File: src/rtl/seq_gen_pkg.sv
// Shared protocol definitions for the 8-state sequence generator/recognizer pair:
// symbol codes, generator state encoding and the symbol mapping helper.
package seq_gen_pkg;

   localparam logic [2:0] SYM_IDLE  = 3'd0;
   localparam logic [2:0] SYM_S1_A  = 3'd1;
   localparam logic [2:0] SYM_S1_B  = 3'd2;
   localparam logic [2:0] SYM_S1_C  = 3'd3;
   localparam logic [2:0] SYM_S2_A  = 3'd4;
   localparam logic [2:0] SYM_S2_B  = 3'd5;
   localparam logic [2:0] SYM_S2_C  = 3'd6;
   localparam logic [2:0] SYM_ERROR = 3'd7;

   typedef enum logic [1:0] {
      ST_IDLE = 2'd0,
      ST_A    = 2'd1,
      ST_B    = 2'd2,
      ST_C    = 2'd3
   } gen_state_e;

   typedef enum logic [1:0] {
      PH_A = 2'd0,
      PH_B = 2'd1,
      PH_C = 2'd2
   } seq_phase_e;

   // typ: 0 = S1, 1 = S2; corrupt replaces only the B symbol
   function automatic logic [2:0] seq_symbol(input logic typ, input seq_phase_e ph,
                                             input logic corrupt);
      logic [2:0] base;
      logic [2:0] sym;
      base = typ ? SYM_S2_A : SYM_S1_A;
      case (ph)
         PH_A:    sym = base;
         PH_B:    sym = corrupt ? SYM_ERROR : base + 3'd1;
         PH_C:    sym = base + 3'd2;
         default: sym = SYM_IDLE;
      endcase
      return sym;
   endfunction

endpackage

File: src/rtl/seq_generator_if.sv
// Request/status bundle of the sequence generator; the slave side is the generator.
interface seq_generator_if #(
   parameter int IO_SIZE_G = 3,
   parameter int COUNT_W_G = 8
) ();
   logic                 start_i;
   logic                 sel_i;
   logic                 alt_i;
   logic                 inject_err_i;
   logic [COUNT_W_G-1:0] burst_len_i;
   logic                 abort_i;
   logic                 ready_o;
   logic [IO_SIZE_G-1:0] data_o;
   logic                 done_o;
   logic                 aborted_o;
   logic [COUNT_W_G-1:0] sent_cnt_o;

   modport master (
      output start_i, sel_i, alt_i, inject_err_i, burst_len_i, abort_i,
      input  ready_o, data_o, done_o, aborted_o, sent_cnt_o
   );

   modport slave (
      input  start_i, sel_i, alt_i, inject_err_i, burst_len_i, abort_i,
      output ready_o, data_o, done_o, aborted_o, sent_cnt_o
   );
endinterface

File: src/rtl/seq_gen_next_state.sv
// Purely combinational next-state and next-symbol logic of the generator,
// isolated so it can be triplicated without touching the state registers.
module seq_gen_next_state
   import seq_gen_pkg::*;
#(
   parameter int COUNT_W_G = 8
) (
   input  gen_state_e           state_i,
   input  logic                 type_i,
   input  logic                 alt_i,
   input  logic                 inject_i,
   input  logic [COUNT_W_G-1:0] rem_i,
   input  logic [COUNT_W_G-1:0] sent_cnt_i,
   input  logic                 ready_i,
   input  logic                 start_req_i,
   input  logic                 sel_req_i,
   input  logic                 alt_req_i,
   input  logic                 inject_req_i,
   input  logic [COUNT_W_G-1:0] burst_len_i,
   input  logic                 abort_i,
   output gen_state_e           state_o,
   output logic                 type_o,
   output logic                 alt_o,
   output logic                 inject_o,
   output logic [COUNT_W_G-1:0] rem_o,
   output logic [COUNT_W_G-1:0] sent_cnt_o,
   output logic [2:0]           sym_o,
   output logic                 done_o,
   output logic                 aborted_o,
   output logic                 ready_o
);

   // next-state, next-symbol and status decode
   always_comb begin
      state_o    = state_i;
      type_o     = type_i;
      alt_o      = alt_i;
      inject_o   = inject_i;
      rem_o      = rem_i;
      sent_cnt_o = sent_cnt_i;
      sym_o      = SYM_IDLE;
      done_o     = 1'b0;
      aborted_o  = 1'b0;

      case (state_i)
         ST_IDLE: begin
            if (start_req_i && ready_i) begin
               sent_cnt_o = '0;
               if (burst_len_i != '0) begin
                  state_o  = ST_A;
                  type_o   = sel_req_i;
                  alt_o    = alt_req_i;
                  inject_o = inject_req_i;
                  rem_o    = burst_len_i;
                  sym_o    = seq_symbol(sel_req_i, PH_A, 1'b0);
               end else begin
                  done_o = 1'b1;
               end
            end else begin
               state_o = ST_IDLE;
            end
         end
         ST_A: begin
            if (abort_i) begin
               state_o   = ST_IDLE;
               done_o    = 1'b1;
               aborted_o = 1'b1;
            end else begin
               state_o = ST_B;
               sym_o   = seq_symbol(type_i, PH_B, inject_i);
            end
         end
         ST_B: begin
            // injection only ever hits the first B of a burst
            inject_o = 1'b0;
            if (abort_i) begin
               state_o   = ST_IDLE;
               done_o    = 1'b1;
               aborted_o = 1'b1;
            end else begin
               state_o = ST_C;
               sym_o   = seq_symbol(type_i, PH_C, 1'b0);
            end
         end
         ST_C: begin
            // the sequence is complete even if abort arrives in this cycle
            sent_cnt_o = sent_cnt_i + {{(COUNT_W_G-1){1'b0}}, 1'b1};
            rem_o      = rem_i - {{(COUNT_W_G-1){1'b0}}, 1'b1};
            if (abort_i) begin
               state_o   = ST_IDLE;
               done_o    = 1'b1;
               aborted_o = 1'b1;
            end else if (rem_i > {{(COUNT_W_G-1){1'b0}}, 1'b1}) begin
               state_o = ST_A;
               type_o  = alt_i ? ~type_i : type_i;
               sym_o   = seq_symbol(alt_i ? ~type_i : type_i, PH_A, 1'b0);
            end else begin
               state_o = ST_IDLE;
               done_o  = 1'b1;
            end
         end
         default: begin
            state_o = ST_IDLE;
         end
      endcase

      ready_o = (state_o == ST_IDLE) && !done_o;
   end

endmodule

File: src/rtl/seq_generator.sv
// Burst generator of S1/S2 three-symbol sequences driving the recognizer symbol bus.
// All outputs come straight from flops; decode lives in seq_gen_next_state.
module seq_generator
   import seq_gen_pkg::*;
#(
   parameter int IO_SIZE_G = 3,
   parameter int COUNT_W_G = 8
) (
   input  logic          clk_i,
   input  logic          rst_n_i,
   seq_generator_if.slave bus
);

   gen_state_e           state_q,    state_d;
   logic                 type_q,     type_d;
   logic                 alt_q,      alt_d;
   logic                 inject_q,   inject_d;
   logic [COUNT_W_G-1:0] rem_q,      rem_d;
   logic [COUNT_W_G-1:0] sent_cnt_q, sent_cnt_d;
   logic [IO_SIZE_G-1:0] data_q,     data_d;
   logic                 done_q,     done_d;
   logic                 aborted_q,  aborted_d;
   logic                 ready_q,    ready_d;
   logic [2:0]           sym_s;

   seq_gen_next_state #(
      .COUNT_W_G (COUNT_W_G)
   ) u_next (
      .state_i      (state_q),
      .type_i       (type_q),
      .alt_i        (alt_q),
      .inject_i     (inject_q),
      .rem_i        (rem_q),
      .sent_cnt_i   (sent_cnt_q),
      .ready_i      (ready_q),
      .start_req_i  (bus.start_i),
      .sel_req_i    (bus.sel_i),
      .alt_req_i    (bus.alt_i),
      .inject_req_i (bus.inject_err_i),
      .burst_len_i  (bus.burst_len_i),
      .abort_i      (bus.abort_i),
      .state_o      (state_d),
      .type_o       (type_d),
      .alt_o        (alt_d),
      .inject_o     (inject_d),
      .rem_o        (rem_d),
      .sent_cnt_o   (sent_cnt_d),
      .sym_o        (sym_s),
      .done_o       (done_d),
      .aborted_o    (aborted_d),
      .ready_o      (ready_d)
   );

   // symbol width is fixed by the protocol; adapt to the bus width
   always_comb begin
      data_d = IO_SIZE_G'(sym_s);
   end

   // state and output registers
   always_ff @(posedge clk_i or negedge rst_n_i) begin
      if (!rst_n_i) begin
         state_q    <= ST_IDLE;
         type_q     <= 1'b0;
         alt_q      <= 1'b0;
         inject_q   <= 1'b0;
         rem_q      <= '0;
         sent_cnt_q <= '0;
         data_q     <= '0;
         done_q     <= 1'b0;
         aborted_q  <= 1'b0;
         ready_q    <= 1'b1;
      end else begin
         state_q    <= state_d;
         type_q     <= type_d;
         alt_q      <= alt_d;
         inject_q   <= inject_d;
         rem_q      <= rem_d;
         sent_cnt_q <= sent_cnt_d;
         data_q     <= data_d;
         done_q     <= done_d;
         aborted_q  <= aborted_d;
         ready_q    <= ready_d;
      end
   end

   assign bus.ready_o    = ready_q;
   assign bus.data_o     = data_q;
   assign bus.done_o     = done_q;
   assign bus.aborted_o  = aborted_q;
   assign bus.sent_cnt_o = sent_cnt_q;

endmodule

File: src/flat_wrapper.sv
// flat-port wrapper written by rule: the top's interface ports become plain ports
module seq_generator_flat import seq_gen_pkg::*;
#(
   parameter int IO_SIZE_G = 3,
   parameter int COUNT_W_G = 8
)
  (clk_i, rst_n_i, bus_start_i, bus_sel_i, bus_alt_i, bus_inject_err_i, bus_burst_len_i, bus_abort_i, bus_ready_o, bus_data_o, bus_done_o, bus_aborted_o, bus_sent_cnt_o);
  seq_generator_if #(.IO_SIZE_G(IO_SIZE_G), .COUNT_W_G(COUNT_W_G)) bus_i ();
  input  logic clk_i;
  input  logic rst_n_i;
  input wire logic [$bits(bus_i.start_i)-1:0] bus_start_i;
  input wire logic [$bits(bus_i.sel_i)-1:0] bus_sel_i;
  input wire logic [$bits(bus_i.alt_i)-1:0] bus_alt_i;
  input wire logic [$bits(bus_i.inject_err_i)-1:0] bus_inject_err_i;
  input wire logic [$bits(bus_i.burst_len_i)-1:0] bus_burst_len_i;
  input wire logic [$bits(bus_i.abort_i)-1:0] bus_abort_i;
  output wire logic [$bits(bus_i.ready_o)-1:0] bus_ready_o;
  output wire logic [$bits(bus_i.data_o)-1:0] bus_data_o;
  output wire logic [$bits(bus_i.done_o)-1:0] bus_done_o;
  output wire logic [$bits(bus_i.aborted_o)-1:0] bus_aborted_o;
  output wire logic [$bits(bus_i.sent_cnt_o)-1:0] bus_sent_cnt_o;
  assign bus_i.start_i = bus_start_i;
  assign bus_i.sel_i = bus_sel_i;
  assign bus_i.alt_i = bus_alt_i;
  assign bus_i.inject_err_i = bus_inject_err_i;
  assign bus_i.burst_len_i = bus_burst_len_i;
  assign bus_i.abort_i = bus_abort_i;
  assign bus_ready_o = bus_i.ready_o;
  assign bus_data_o = bus_i.data_o;
  assign bus_done_o = bus_i.done_o;
  assign bus_aborted_o = bus_i.aborted_o;
  assign bus_sent_cnt_o = bus_i.sent_cnt_o;
  seq_generator #(.IO_SIZE_G(IO_SIZE_G), .COUNT_W_G(COUNT_W_G)) u_core (.clk_i(clk_i), .rst_n_i(rst_n_i), .bus(bus_i));
endmodule
File: config.mk
export PLATFORM = sky130hd
export DESIGN_NAME = seq_generator_flat
export DESIGN_NICKNAME = d
export VERILOG_FILES = /design/src/rtl/seq_gen_pkg.sv /design/src/rtl/seq_generator_if.sv /design/src/rtl/seq_gen_next_state.sv /design/src/rtl/seq_generator.sv /design/src/flat_wrapper.sv
export SDC_FILE = /design/constraint.sdc
export NUM_CORES = 1
export LEC_CHECK = 0
export ABC_AREA = 1
export CAP_MARGIN = 20
export CELL_PAD_IN_SITES_DETAIL_PLACEMENT = 0
export CELL_PAD_IN_SITES_GLOBAL_PLACEMENT = 1
export CORE_ASPECT_RATIO = 0.9
export CORE_UTILIZATION = 41
export DETAILED_ROUTE_END_ITERATION = 8
export HOLD_SLACK_MARGIN = 0.03
export PLACE_DENSITY_LB_ADDON = 0.08
export SYNTH_ARGS = -nofsm -noshare
export SYNTH_HDL_FRONTEND = slang
export SYNTH_SLANG_ARGS = --single-unit
File: constraint.sdc
create_clock -name clk_i -period 2.9 [get_ports clk_i]
set_clock_uncertainty 0.05 [all_clocks]
set_input_delay 0.58 -clock clk_i [delete_from_list [all_inputs] [get_ports clk_i]]
set_output_delay 0.58 -clock clk_i [all_outputs]
set_load 0.01 [all_outputs]
# ---- Word-level counts from Yosys, hierarchy flattened
# Cells that the tools add are included.
dict set report totals {
  regBits 27
  latch_bits 0
  mem_bits_rw 0
  rom_bits 0
  in_bits 15
  output_inout_bits 14
  word_cells 77
  mem_count 0
}
dict set report op_classes {
  add_sub_neg 4
  n_mul 0
  n_div 0
  magnitude_cmp 1
  n_eq_ne 7
  shifts 0
  n_mux 39
  bitwise_logic 1
  n_reduce_logical 15
}
# operator count
set ops {}
lappend ops {{case mux 8 bit (2 select lines)} 2}
lappend ops {{2-to-1 mux 3 bit} 10}
lappend ops {{2-to-1 mux 8 bit} 3}
lappend ops {{2-to-1 mux 1 bit} 15}
lappend ops {{case mux 3 bit (4 select lines)} 1}
lappend ops {{AND reduction 3 bit} 3}
lappend ops {{adder 8 x 1 -> 8 bit (second input constant)} 1}
lappend ops {{greater-than comparator 8 x 1 -> 1 bit (second input constant)} 1}
lappend ops {{2-to-1 mux 2 bit} 4}
lappend ops {{inequality test 2 bit (second input constant)} 4}
lappend ops {{case mux 2 bit (4 select lines)} 1}
lappend ops {{nonzero test 8 bit} 1}
lappend ops {{subtractor 8 x 1 -> 8 bit (second input constant)} 1}
lappend ops {{AND reduction 5 bit} 1}
lappend ops {{equality test 2 bit (second input constant)} 2}
lappend ops {{zero test 2 bit} 2}
lappend ops {{case mux 1 bit (2 select lines)} 2}
lappend ops {{nonzero test 2 bit} 2}
lappend ops {{adder 3 x 1 -> 3 bit (second input constant)} 1}
lappend ops {{adder 3 x 2 -> 3 bit (second input constant)} 1}
lappend ops {{case mux 1 bit (3 select lines)} 1}
lappend ops {{OR reduction 3 bit} 1}
lappend ops {{equality test 2 x 1 -> 1 bit (second input constant)} 1}
lappend ops {{logical AND 1 bit} 2}
lappend ops {{other kinds (4)} 4}

# ---- Logic depth before layout (Yosys ltp)
dict set report logic_depth {
  word_depth 6
  ltp_mapped 10
  depth_no_buf 10
}

# ---- By module
# Synthesis repeated with hierarchy kept, for this count alone.
dict set report hier_totals {
  cells_unflattened 213
  hier_area_um2 1586.5
}
# mod instances cells_per_inst area_per_inst_um2 seq_area_each_um2
set by_module_without_submodules {}
lappend by_module_without_submodules {seq_gen_next_state 1 186 909.6 0.0}
lappend by_module_without_submodules {seq_generator 1 27 676.9 676.9}

# ---- Worst setup path after synthesis
# No wires, ideal clock.
dict set report synth_timing {
  kind {input to register}
  startpoint {input port bus_burst_len_i[7]}
  endpoint {register u_core.rem_q[6]}
  setup_ps 121
  arrival_time_ps 1286
  t_required_ps 2729
  path_slack_ps 1443
  cell_stages 7
  n_path_buf 1
  path_cell_list {nor2_1 > nand2_1 > o21ai_4 > nand2_4 > buf_8 > o211ai_2 > nand2_2}
}
dict set report synth_between {
  elab_chain_cells 3
}
# item line_no
set synth_lines {}
lappend synth_lines {{from (decl)} flat_wrapper.sv:15} ;# input wire logic [$bits(bus_i.burst_len_i)-1:0] bus_burst_len_i;
lappend synth_lines {{nonzero test 8 bit} seq_gen_next_state.sv:49} ;# if (burst_len_i != '0) begin
lappend synth_lines {{inequality test 2 bit (no source line)} n/a}
lappend synth_lines {{AND reduction 3 bit (no source line)} n/a}
lappend synth_lines {{to (signal assigned)} seq_generator.sv:77} ;# rem_q <= rem_d;
lappend synth_lines {{to (decl)} seq_generator.sv:18} ;# logic [COUNT_W_G-1:0] rem_q, rem_d;
# No other way between the ends.
# A chain may end at the register's enable or synchronous reset.

# ---- Worst setup path in the final report
dict set report layout_timing {
  startpoint {register u_core.ready_q, in the netlist u_core.bus.ready_o}
  endpoint {output port bus_ready_o}
}
# item line_no
set layout_lines {}
lappend layout_lines {{from (decl)} seq_generator.sv:23} ;# logic ready_q, ready_d;
lappend layout_lines {{from (signal assigned)} seq_generator.sv:82} ;# ready_q <= ready_d;
lappend layout_lines {{to (decl)} flat_wrapper.sv:17} ;# output wire logic [$bits(bus_i.ready_o)-1:0] bus_ready_o;
# No word-level cell between the ends.

==> impl_metrics.csv <==
group,metric,value,unit
detailed_routing,drcViolationCount,0,
placement,dp_hpwl,2.67,mm
sta,worstMarginPinSlew,0.343,ns
detailed_routing,routed_wl,3.49,mm
sta,timing.final.crit_share,0.678,
clock_tree,cts_resized,0,
sta,tns,0,ns
synth,ys_seq_elements,27,
sta,fin_hold_ws,0.458,ns
synth,synthTopCellsByCount,"nand2_1 (60), inv_1 (28), dfrtp_1 (26)",
detailed_routing,ant_nets,0,
worst_setup_path,cpPeakStageDelay,0.54,ns
synth,seq_area_frac_synth,0.403,
finish,drive_gt1_frac,0.117,
placement,gp_congestion,0.830,
placement,dp.cells,298,
synth,synth_area_leaders,"dfrtp_1 (39%), nand2_1 (13%), inv_1 (6.3%), ha_1 (5.2%), o21ai_0 (5.1%)",
floorplanning,start_util,0.441,
grt,grt_overflow_total,0,
clock_tree,cts_tree,"yes",
grt,antenna_found_initial,0,
worst_setup_path,worstSetupStartpointType,"flop",
finish,num-fill-cells,364,
worst_hold_path,hold_class,"reg2reg",
clock_tree,clock_sinks,27,
synth,syn_area_per_cell,7.43,um^2
grt,grt_pass1_vias,1377,
detailed_routing,wl_per_cell,11.6,um
synth,syn_area,1680,um^2
synth,synth_nets,248,
detailed_routing,top_layer_used,"met4",
grt,grt_pass1_wl,6.20,mm
sta,drv_slew,0,
sta,setup_viol,0,
floorplanning,pin_count,29,
floorplanning,chipWidth,69.5,um
grt,grt_max_degree,28,
clock_tree,cts_inserted_buffers,3,
clock_tree,htreeDepth,1,
detailed_routing,dr_wl_met3,170,um
worst_setup_path,cp-end-kind,"primary output",
clock_tree,cts_root_buf,"clkbuf_8",
synth,synth_top_area_share,0.387,
finish,fin_nets,279,
synth,synth_edf_count,0,
power_and_ir_drop,irDropWorstVdd,0.000384,V
clock_tree,clk_pin_slew_worst_paths,0.09,ns
synth,synth.largest_area_cell,"dfrtp_1",
synth,ys_warn_count,0,
clock_tree,max-clock-path-buffers,2,
synth,netlist_instances,226,
worst_setup_path,path_buf_inv,1,
clock_tree,clk_latency,0.27,ns
worst_setup_path,path_cells,"clkdlybuf4s50_1",
job,drv_cap,0,
status,status,"finished, final reports clean",
clock_tree,postCtsHoldBufs,0,
floorplanning,die_height,62.7,um
finish,fin_cells,302,
detailed_routing,vias,1474,
sta,maxSlewHeadroom,0.772,
power_and_ir_drop,p_per_area,671,nW/um^2
worst_setup_path,critPathArrivalTime,1.34,ns
power_and_ir_drop,p_leak,0.000993,uW
floorplanning,dieArea,4360,um^2
worst_setup_path,required,2.27,ns
sta,fmax,508,MHz
worst_setup_path,slowest_stage,"dfstp_2",
worst_setup_path,critPathTopFamily,"flip-flops",
floorplanning,core,3810,um^2
detailed_routing,wl_met1,1.80,mm
floorplanning,rows,21,
worst_setup_path,critPathMaxFanout,2,
synth,yosysMostFrequentCell,"nand2_1",
synth,netlist-cell-type-count,28,
placement,port-buffer-count,28,
synth,async_reset_ff_frac,1.00,
finish,area_delta_synth_final,21.8,%
detailed_routing,dr_wl_met2,1.50,mm
sta,final_hold_viol_count,0,
detailed_routing,drt-initial-drc-count,68,
finish,antenna_cells,0,
detailed_routing,drt-pass1-iter-count,4,
detailed_routing,avgViaCountPerCell,4.88,
clock_tree,cts_setup_buffers,0,
sta,rsz0062_at_grt,"no",
grt,grtUsageTotal,0.177,
sta,fin_crit,1.97,ns
synth,synth-main-ff-cell,"dfrtp_1",
worst_setup_path,worstSetupPathType,"reg2out",
[worst paths after layout]
path	start	to	slack, ns	cells after the start
worst max-delay path	u_core.bus.ready_o	bus_ready_o	0.93	1
worst min-delay path	u_core.alt_q	u_core.alt_q	0.46	2
worst max register to register	u_core.state_q[1]	u_core.bus.sent_cnt_o[4]	1.16	10
worst min register to register	u_core.alt_q	u_core.alt_q	0.46	2
max in group asynchronous	rst_n_i	u_core.bus.ready_o	1.88	2
min in group asynchronous	rst_n_i	u_core.rem_q[7]	0.62	2
[logic make-up after synthesis]
| kind of cell | synth area share |
|---|---|
| AO/OA/AOI/OAI | 0.133 |
| XOR/XNOR | 0.0104 |
| adder cells (fa/ha/maj) | 0.0522 |
| buffers and inverters | 0.0961 |
| flip-flops | 0.403 |
| AND/OR/NAND/NOR | 0.305 |
[cell usage in the layout (no fill, tap or decap), types with 7 or more instances in the layout]
| master | instances |
|---|---|
| clkdlybuf4s50_1 | 28 |
| dfrtp_1 | 26 |
| nand2_1 | 60 |
| a21oi_1 | 9 |
| inv_1 | 28 |
| o21ai_0 | 17 |
| nand3_1 | 15 |
| nor2_1 | 22 |
| ha_1 | 7 |
[per-layer routing]
layer / global-route usage / vias to the layer above
met5: 0 / -
met4: 0.0306 / 0
met3: 0.0419 / 2
met2: 0.275 / 34
met1: 0.253 / 663
li1: - / 775
[report_power, final]
group	total (uW)	leakage [uW]	internal [uW]	switching, uW
clock network	212	0.0000228	98.4	114
registers	563	0.000351	483	80.0
logic	597	0.000619	227	370
total	1370	0.000993	809	563
[stage by stage]
| stage | util | power (uW) | setup slack, ns | instance area (um^2) |
|---|---|---|---|---|
| finish | 0.537 | 1370 | 0.933 | 2040 |
| global route | 0.537 | 1510 | 0.872 | 2040 |
| CTS | 0.537 | 1380 | 0.923 | 2040 |
| detailed placement | 0.525 | 1160 | 0.847 | 2000 |
| global placement | 0.525 | 1170 | 0.883 | 2000 |
| floorplan | - | 1010 | 1.44 | 1680 |
[sequential cells by signal, summed over array words and instances, names as in the netlist]
register,count
u_core.bus.done_o,1
u_core.rem_q,8
u_core.bus.data_o,3
u_core.bus.aborted_o,1
u_core.bus.ready_o,1
u_core.inject_q,1
u_core.alt_q,1
u_core.bus.sent_cnt_o,8
u_core.state_q,2
u_core.type_q,1
[area by class of cell]
class	count	area, um^2	share of cell area
multi-input cells	161	841	0.411
well taps	46	57.6	0.0282
repair buffers	30	295	0.144
clock buffers	4	45.0	0.0220
flip-flops and latches	27	677	0.331
inverters	34	129	0.0630
(Power assumes the default switching activity.)
==> RTL change: new RTL, same settings <==
`IO_SIZE_G` is set to 3 in 3 places; all go to 6.
--- a/src/rtl/seq_generator_if.sv
+++ b/src/rtl/seq_generator_if.sv
@@ -1,6 +1,6 @@
 // Request/status bundle of the sequence generator; the slave side is the generator.
 interface seq_generator_if #(
-   parameter int IO_SIZE_G = 3,
+   parameter int IO_SIZE_G = 6,
    parameter int COUNT_W_G = 8
 ) ();
    logic                 start_i;
--- a/src/rtl/seq_generator.sv
+++ b/src/rtl/seq_generator.sv
@@ -3,7 +3,7 @@
 module seq_generator
    import seq_gen_pkg::*;
 #(
-   parameter int IO_SIZE_G = 3,
+   parameter int IO_SIZE_G = 6,
    parameter int COUNT_W_G = 8
 ) (
    input  logic          clk_i,
--- a/src/flat_wrapper.sv
+++ b/src/flat_wrapper.sv
@@ -1,7 +1,7 @@
 // flat-port wrapper written by rule: the top's interface ports become plain ports
 module seq_generator_flat import seq_gen_pkg::*;
 #(
-   parameter int IO_SIZE_G = 3,
+   parameter int IO_SIZE_G = 6,
    parameter int COUNT_W_G = 8
 )
   (clk_i, rst_n_i, bus_start_i, bus_sel_i, bus_alt_i, bus_inject_err_i, bus_burst_len_i, bus_abort_i, bus_ready_o, bus_data_o, bus_done_o, bus_aborted_o, bus_sent_cnt_o);
Ports: changed (resized bus_data_o); port bits go from 29 to 32. No check against the original RTL was run, so the function may have changed too.
==> RTL change against the original RTL <==
  * Power shrank 2.5%
  * Synthesized area is 0.97% lower
  * Sequential cell count unchanged
  * Core utilization shrank 0.69 points
  * Routed wire length shrank 0.77%
  * Final area decreased by 1.3%
  * Worst setup slack worse by 0.011 ns
  * Critical endpoint unchanged
  * Final cell count up 1.7%
==> RTL change: results (changes against the original RTL) <==
[setup_path]
worst_path_dominant_cell_family = flip-flops
critical_path.max_stage_delay_ns = 0.55

[final_layout]
final-instance-count-excl-fill = 307  ; +1.7%
final_layout_size_suffix_gt1_frac = 0.0766  ; -0.0406
fillers = 389  ; +6.9%
finalNetCount = 284  ; +1.8%

[power_and_ir_drop]
power_leakage_nw = 1.00  ; +1.0%
power_switching_share = 0.411  ; +0.000683
max-vdd-ir-drop_uv = 416  ; +8.5%

[synthesis]
syn-mean-instance-area_um2 = 7.17  ; -3.5%
synth_seq_area_share = 0.407  ; +0.00394
synth_top_area_cells = sky130_fd_sc_hd__dfrtp_1 (39%), sky130_fd_sc_hd__nand2_1 (15%), sky130_fd_sc_hd__inv_1 (7.2%), sky130_fd_sc_hd__o21ai_0 (6.0%), sky130_fd_sc_hd__ha_1 (5.3%)
synth_common_cells = sky130_fd_sc_hd__nand2_1 (66), sky130_fd_sc_hd__inv_1 (32), sky130_fd_sc_hd__dfrtp_1 (26), sky130_fd_sc_hd__nor2_1 (21), sky130_fd_sc_hd__o21ai_0 (20)
asyncSetResetFlopFracSynth = 1.00  ; unchanged
synth.distinct_cells = 25  ; -11%
count_of_yosys_warnings_during_synthesis = 0  ; unchanged
yosys.area.top_type_share = 0.391  ; +0.00379

[placement]
gp_routability_congestion = 0.795  ; -4.3%
dp_hpwl_um = 2630  ; -1.5%
post-place-ws_ns = 0.769  ; -0.0782 ns
numPlacedInstances = 303  ; +1.7%

[clock_tree]
clock_edge_transition_at_the_registers_on_the_reported_setup_and_hold_paths_ns = 0.10
clock_tree.buffer_depth = 2  ; unchanged
clk-insertion-delay-late_ns = 0.27  ; about the same

[detailed_routing]
routed_wire_length_um = 3460  ; -0.77%
mean_number_of_vias_per_cell = 4.77  ; -2.3%
drt_iter0_drc = 102  ; +50%

[grt]
first_global_vias = 1346  ; -2.3%
grt_pass1_wl_um = 6110  ; -1.5%
grt_util_all_layers = 0.175  ; -0.00224

[status]
status = complete, no violations

[RTL change: cell count changes in the layout (fill, tap and decap cells not counted), sizes merged, moves of 2 or more]
cell	unedited run	this run
conb	0	3
inv	33	35
nand3	17	14
o21ai	26	24
nand2	65	70
[RTL change: path summary, 6_finish.rpt]
kind	cells after the start	slack [ns]	to	from
max in group asynchronous	2	1.86	u_core.bus.ready_o	rst_n_i
min reg2reg	2	0.46	u_core.alt_q	u_core.alt_q
max	1	0.92	bus_ready_o	u_core.bus.ready_o
min	2	0.46	u_core.alt_q	u_core.alt_q
min in group asynchronous	2	0.62	u_core.rem_q[4]	rst_n_i
max reg2reg	10	1.03	u_core.bus.sent_cnt_o[4]	u_core.state_q[0]
[RTL change: layer usage]
| metal | track usage | up-vias | part of all wire |
|---|---|---|---|
| met5 | 0 | - | 0 |
| met4 | 0.0306 | 0 | 0.0055 |
| met1 | 0.249 | 650 | 0.53 |
| met3 | 0.0419 | 2 | 0.039 |
| met2 | 0.273 | 29 | 0.42 |
| li1 | - | 783 | - |
[RTL change: cell families (layout without fill, tap and decap cells)]
logic type,Yosys count,count (layout),share of synthesized area
AOI/OAI and AO/OA,37,37,0.117
xor gates and xnor gates,2,2,0.0105
adders and majority gates,7,7,0.0527
buffers and inverters,42,69,0.110
DFF,27,27,0.407
other,1,3,0.00226
and+or+nand+nor,116,116,0.300
[RTL change: power groups by stage]
stage / Combinational (mW) / Sequential (mW) / Clock, mW
finish: 0.556 / 0.562 / 0.221
global route: 0.644 / 0.577 / 0.250
CTS: 0.560 / 0.562 / 0.229
detailed placement: 0.556 / 0.571 / 0
global placement: 0.559 / 0.573 / 0
floorplan: 0.404 / 0.564 / 0
[RTL change: layout make-up]
class,count,share of cell area
inverters,35,0.0651
clock inverters,1,0.00248
clock buffers,3,0.0205
multi-input cells,165,0.402
repair buffers,30,0.146
flip-flops and latches,27,0.335
well taps,46,0.0285
[RTL change: worst reg2reg max path: stages (launching register included)]
cell	delay, ns
sky130_fd_sc_hd__dfrtp_1	0.39
sky130_fd_sc_hd__inv_1	0.09
sky130_fd_sc_hd__ha_1	0.24
sky130_fd_sc_hd__inv_2	0.13
sky130_fd_sc_hd__nand2_2	0.08
sky130_fd_sc_hd__nand2_1	0.29
sky130_fd_sc_hd__nand2_1	0.09
sky130_fd_sc_hd__nor2_1	0.20
sky130_fd_sc_hd__nand3_1	0.09
sky130_fd_sc_hd__nand2_1	0.07
sky130_fd_sc_hd__a21oi_1	0.04
[RTL change: stage by stage]
step	util	cell area, um2
2_1_floorplan	-	1670
3_3_place_gp	0.518	1970
3_5_place_dp	0.518	1970
4_1_cts	0.530	2020
5_1_grt	0.530	2020
6_report	0.530	2020
